===== config.mk =====
export PLATFORM = sky130hd
export DESIGN_NAME = bus_capture_fifo_flat
export DESIGN_NICKNAME = d
export VERILOG_FILES = /design/src/rtl/bus_capture_fifo_if.sv /design/src/rtl/bus_capture_fifo.sv /design/src/flat_wrapper.sv
export SDC_FILE = /design/constraint.sdc
export NUM_CORES = 1
export LEC_CHECK = 0
export BUFFER_PORTS_ARGS = -buffer_cell sky130_fd_sc_hd__buf_2
export CAP_MARGIN = 25
export CORE_ASPECT_RATIO = 1.2
export CORE_MARGIN = 4
export CORE_UTILIZATION = 60
export CTS_CLUSTER_SIZE = 10
export DETAILED_ROUTE_END_ITERATION = 10
export GPL_TIMING_DRIVEN = 0
export PLACE_DENSITY = 0.83
export SYNTH_ARGS = -nofsm -noshare
export SYNTH_HDL_FRONTEND = slang
export SYNTH_SLANG_ARGS = --single-unit

===== constraint.sdc =====
create_clock -name clk -period 3.6 [get_ports clk]
set_input_delay 0.36 -clock clk [delete_from_list [all_inputs] [get_ports clk]]
set_output_delay 0.36 -clock clk [all_outputs]
set_load 0.005 [all_outputs]

===== src/rtl/bus_capture_fifo_if.sv =====
// Signal bundle between the bus sequencer / consumer side and the capture FIFO.
// Handshake: a word is taken from BUS on a rising clk edge where load is high
// and the FIFO can accept it (not full, or popping in the same cycle); the head
// word on DOUT is consumed on a rising edge where pop is high and empty is low.
// Neither side waits on the other: rejected loads and pops only set sticky flags.
interface bus_capture_fifo_if #(
    parameter int WIDTH = 16,
    parameter int DEPTH = 4,
    parameter int CW    = $clog2(DEPTH) + 1
);
    logic [WIDTH-1:0] BUS;
    logic             load;
    logic             pop;
    logic             clear_err;
    logic [WIDTH-1:0] DOUT;
    logic             empty;
    logic             full;
    logic [CW-1:0]    count;
    logic             overflow;
    logic             underflow;

    // Sequencer/consumer side: drives the bus and strobes, observes FIFO state.
    modport master (
        output BUS, load, pop, clear_err,
        input  DOUT, empty, full, count, overflow, underflow
    );

    // FIFO side.
    modport slave (
        input  BUS, load, pop, clear_err,
        output DOUT, empty, full, count, overflow, underflow
    );
endinterface


===== src/rtl/bus_capture_fifo.sv =====
// Reader end of the shared tri-state data bus: samples BUS on load into a small
// show-ahead FIFO and hands words to a downstream consumer on pop.
module bus_capture_fifo #(
    parameter int WIDTH = 16,
    parameter int DEPTH = 4,
    parameter int CW    = $clog2(DEPTH) + 1
) (
    input logic               clk,
    input logic               reset,
    bus_capture_fifo_if.slave io
);
    localparam int AW = $clog2(DEPTH);

    logic [WIDTH-1:0] mem [DEPTH];
    logic [AW-1:0]    wr_ptr;
    logic [AW-1:0]    rd_ptr;
    logic [CW-1:0]    count_q;
    logic             overflow_q;
    logic             underflow_q;
    logic             is_empty;
    logic             is_full;
    logic             wr;
    logic             rd;

    // Status is decoded from the registered count so it never glitches on inputs.
    assign is_empty = (count_q == '0);
    assign is_full  = (count_q == CW'(DEPTH));

    // A pop frees a slot in the same cycle, so a full FIFO still accepts a load
    // when popping. A pop on an empty FIFO is never accepted, even with a load.
    assign wr = io.load && (!is_full || io.pop);
    assign rd = io.pop && !is_empty;

    // Storage is not reset; entries are only visible once count covers them.
    always_ff @(posedge clk) begin
        if (wr) begin
            mem[wr_ptr] <= io.BUS;
        end
    end

    // Pointers wrap naturally because DEPTH is a power of two.
    always_ff @(posedge clk or posedge reset) begin
        if (reset) begin
            wr_ptr <= '0;
            rd_ptr <= '0;
        end else begin
            if (wr) begin
                wr_ptr <= wr_ptr + AW'(1);
            end
            if (rd) begin
                rd_ptr <= rd_ptr + AW'(1);
            end
        end
    end

    // Occupancy tracks accepted writes minus accepted reads.
    always_ff @(posedge clk or posedge reset) begin
        if (reset) begin
            count_q <= '0;
        end else begin
            case ({wr, rd})
                2'b10:   count_q <= count_q + CW'(1);
                2'b01:   count_q <= count_q - CW'(1);
                default: count_q <= count_q;
            endcase
        end
    end

    // Sticky error flags; clear_err wins over a simultaneous set.
    always_ff @(posedge clk or posedge reset) begin
        if (reset) begin
            overflow_q  <= 1'b0;
            underflow_q <= 1'b0;
        end else if (io.clear_err) begin
            overflow_q  <= 1'b0;
            underflow_q <= 1'b0;
        end else begin
            if (io.load && is_full && !io.pop) begin
                overflow_q <= 1'b1;
            end
            if (io.pop && is_empty) begin
                underflow_q <= 1'b1;
            end
        end
    end

    assign io.DOUT      = is_empty ? '0 : mem[rd_ptr];
    assign io.empty     = is_empty;
    assign io.full      = is_full;
    assign io.count     = count_q;
    assign io.overflow  = overflow_q;
    assign io.underflow = underflow_q;
endmodule


===== src/flat_wrapper.sv =====
// flat-port wrapper written by rule: the top's interface ports become plain ports
module bus_capture_fifo_flat 
#(
    parameter int WIDTH = 16,
    parameter int DEPTH = 4,
    parameter int CW    = $clog2(DEPTH) + 1
)
  (clk, reset, io_BUS, io_load, io_pop, io_clear_err, io_DOUT, io_empty, io_full, io_count, io_overflow, io_underflow);
  bus_capture_fifo_if #(.WIDTH(WIDTH), .DEPTH(DEPTH), .CW(CW)) io_i ();
  input logic clk;
  input logic reset;
  input wire logic [$bits(io_i.BUS)-1:0] io_BUS;
  input wire logic [$bits(io_i.load)-1:0] io_load;
  input wire logic [$bits(io_i.pop)-1:0] io_pop;
  input wire logic [$bits(io_i.clear_err)-1:0] io_clear_err;
  output wire logic [$bits(io_i.DOUT)-1:0] io_DOUT;
  output wire logic [$bits(io_i.empty)-1:0] io_empty;
  output wire logic [$bits(io_i.full)-1:0] io_full;
  output wire logic [$bits(io_i.count)-1:0] io_count;
  output wire logic [$bits(io_i.overflow)-1:0] io_overflow;
  output wire logic [$bits(io_i.underflow)-1:0] io_underflow;
  assign io_i.BUS = io_BUS;
  assign io_i.load = io_load;
  assign io_i.pop = io_pop;
  assign io_i.clear_err = io_clear_err;
  assign io_DOUT = io_i.DOUT;
  assign io_empty = io_i.empty;
  assign io_full = io_i.full;
  assign io_count = io_i.count;
  assign io_overflow = io_i.overflow;
  assign io_underflow = io_i.underflow;
  bus_capture_fifo #(.WIDTH(WIDTH), .DEPTH(DEPTH), .CW(CW)) u_core (.clk(clk), .reset(reset), .io(io_i));
endmodule

==> impl_metrics.tcl <==
set metrics [dict create \
    gr-max-usage-layer "met2" \
    synth-seq-cells 73 \
    timing.setup.critical_path_class "register to register" \
    count_of_cell_types_in_the_netlist 25 \
    grt_overflow 0 \
    timing.critical_path.fanout_max 10 \
    drc 0 \
    cts_tree "done" \
    first_pass_grt_wire_length_um 8400 \
    final.setup.tns_ps 0 \
    ys_warn_count 0 \
    area.growth.synth_to_final_pct 18.7 \
    worst_path_largest_cell_delay_ps 460 \
    worst_r2r_endpoint "u_core.io.count[2]" \
    path_buf_inv 2 \
    syn-cell-area_um2 2970 \
    sequential_share_of_the_synthesized_area_pct 72.3 \
    leakage_power_nw 1.37 \
    setup_viol 0 \
    clock_tree.buffer_depth 2 \
    syn_inst 148 \
    final-seq-area_um2 2150 \
    die-width_um 72.2 \
    worstPathArrival_ps 2530 \
    largest_area_contributor_in_the_synthesized_netlist "edfxtp_1" \
    timing.hold.worst.start "io_clear_err" \
    worst-endpoint-required_ps 3810 \
    clockRootBuffer "clkbuf_8" \
    fillers 281 \
    ff2ff_setup_slack_ps 1280 \
    postRouteWirelength_um 5230 \
    groute.layer.met3.usage_pct 5.45 \
    maxSlewViolCount 0 \
    hold_buffers 1 \
    synth_enable_flop_cells 64 \
    post-dp-hpwl_um 3450 \
    global_route.usage.met2_pct 32.9 \
    crit_path_cell_trace "nor3_1, clkbuf_1, nor2_1, ha_1, inv_1, fa_1, xor2_1, nor2_1, xor2_1" \
    worstHoldEndpoint "u_core.io.underflow" \
    tightestPinTransition_ps 851 \
    floorplan.die_area_um2 6140 \
    rsz0062_at_grt "false" \
    yosysTopAreaCellShare_pct 64.7 \
    floorplan.io_pins 44 \
    port_buffers 43 \
    holdCritPathClass "input pin to register" \
    gpl.final_weighted_congestion 0.842 \
    critical_path.startpoint_type "register" \
    run_status "finished, final reports clean" \
    top_post_synthesis_cells_by_area "edfxtp_1 65%, dfrtp_1 7.6%, mux4_1 7.1%" \
    grt_antenna_before_repair 0 \
    synthTopCellsByCount "64 x edfxtp_1, 15 x nor2b_1, 9 x dfrtp_1" \
    cap_viol_max_count 0 \
    grt_pass1_vias 1608 \
    layout_min_cycle_time_ps 2320 \
    dieHeight_um 85.1 \
    floorplan.initialDensity_pct 63.2 \
    multi_input_comb_area_um2 742 \
    cts_resized 0 \
    num_rows 27 \
    antenna_violating_nets_post_route 0 \
    final.setup_skew_ps 3.82 \
    grtUsageMet1_pct 22.4 \
    ys.flop_type "edfxtp_1" \
    vias_per_cell 5.63 \
    count_of_h_tree_levels_built_during_cts 3 \
    drtIter0Drc 45 \
    final_layout_size_suffix_gt1_share_pct 35.7 \
    max-slew-margin-rel_pct 43.3 \
    grt_usage_pct 19.3 \
    vdd_drop_max_mv 0.539 \
    pwr_density_cell_nw_per_um2 842 \
    clock_sinks 73 \
    worst_r2r_path_depth 9 \
    path_clk_slew_ps 70 \
    syn-num-nets 175 \
    layout.nets 230 \
    grt_max_degree 17 \
    final_min_period_over_clock_period_pct 64.3 \
    fp.coreArea_um2 4700 \
    numPlacedInstances 249 \
    synthArstFlopShare_pct 12.3 \
    wl_per_cell_um 19.8 \
    slowest_stage "clkbuf_1" \
    post_cts_buffers 0 \
    worst_hold_path.num_cells 2 \
    antenna_cells 0 \
    maxClockFrequency_mhz 432 \
    clock_latency_ps 330 \
    worst_setup_path_end_kind "register" \
    number_of_failing_hold_endpoints_at_the_final_stage 0 \
    critical-path-top-delay-family "buffers and inverters" \
    dr_total_vias 1491 \
    rr_startpoint "u_core.io.count[0]" \
    finish.cell_count_without_fillers 265 \
    tritoncts.num_buffers 9 \
    synthMostInstantiatedCell "edfxtp_1" \
    drt_first_pass_iters 4 \
    postSynthAreaPerCell_um2 20.1 \
]
==> per-layer routing <==
metal,part of all wire (%),vias to the layer above
met2,54,45
met3,4.9,13
met5,0,-
met1,39,754
li1,-,679
met4,2.6,0
==> cells in the final DEF, fill, tap and decap left out, drive strengths merged <==
cell type and count:
a21boi 1, a21oi 1, a31oi 1, and2 4, buf 48, bufinv 4
clkbuf 11, clkinv 1, dfrtp 9, dlygate4sd3 1, edfxtp 64, fa 1
ha 5, inv 8, mux2 1, mux2i 1, mux4 16, nand2 1
nor2 5, nor2b 16, nor3 1, nor3b 1, xnor2 2, xor2 4
==> stage by stage <==
stage          utilization [%]  setup WS, ps  power [mW]  hold slack [ps]  cell area [µm²]
2_1_floorplan                -          1660        1.82              188             2970
3_3_place_gp              69.4          1420        2.11              319             3260
3_5_place_dp              69.4          1280        2.18              340             3260
4_1_cts                   75.0          1270        3.00              187             3520
5_1_grt                   75.0          1140        3.12              186             3520
6_report                  75.0          1280        2.97              200             3520
==> worst max-delay path by stage <==
stage	start	to	slack, ps	depth (start not counted)
detailed placement	u_core.io.count[0]	u_core.io.count[2]	1280	9
finish	u_core.io.count[0]	u_core.io.count[2]	1280	9
CTS	u_core.io.count[0]	u_core.io.count[2]	1270	9
floorplan	u_core.io.count[0]	u_core.io.count[2]	1660	9
global route	u_core.io.count[0]	u_core.io.count[2]	1140	9
global placement	u_core.io.count[0]	u_core.io.count[2]	1420	9
==> state kept, by name, summed over array words and instances (netlist names) <==
name                 flops
u_core.mem              64
u_core.io.count          3
u_core.rd_ptr            2
u_core.wr_ptr            2
u_core.io.overflow       1
u_core.io.underflow      1
==> cells by family (layout without fill, tap and decap cells) <==
group,after synthesis,count (layout),synth area share (%)
AND/OR/NAND/NOR,28,28,5.81
buffers and inverters,14,73,2.70
adder cells (fa/ha/maj),6,6,2.78
AO/OA/AOI/OAI,3,3,0.758
XOR/XNOR,6,6,1.77
flip-flops,73,73,72.3
multiplexers,18,18,13.9
==> worst reg2reg max path, stage by stage, from the launching register on <==
cell      delay [ps]
dfrtp_1          440
nor3_1           250
clkbuf_1         460
nor2_1           150
ha_1             260
inv_1             80
fa_1             190
xor2_1           160
nor2_1            60
xor2_1           150
==> where the power goes <==
group | leakage (nW) | internal (mW) | switching, mW
clock | 0.127 | 0.528 | 0.279
sequential | 0.696 | 1.13 | 0.0717
combinational | 0.546 | 0.487 | 0.471
total | 1.37 | 2.14 | 0.822
==> final cells by class <==
cell class / count / area share, %
well taps: 58 / 2.06
clock buffers: 10 / 3.62
repair buffers: 44 / 6.39
inverters: 8 / 0.852
multi-input cells: 61 / 21.1
clock inverters: 5 / 3.66
plain buffers: 6 / 1.42
flip-flops and latches: 73 / 60.9
No activity file was read; power rests on OpenSTA's default activity.
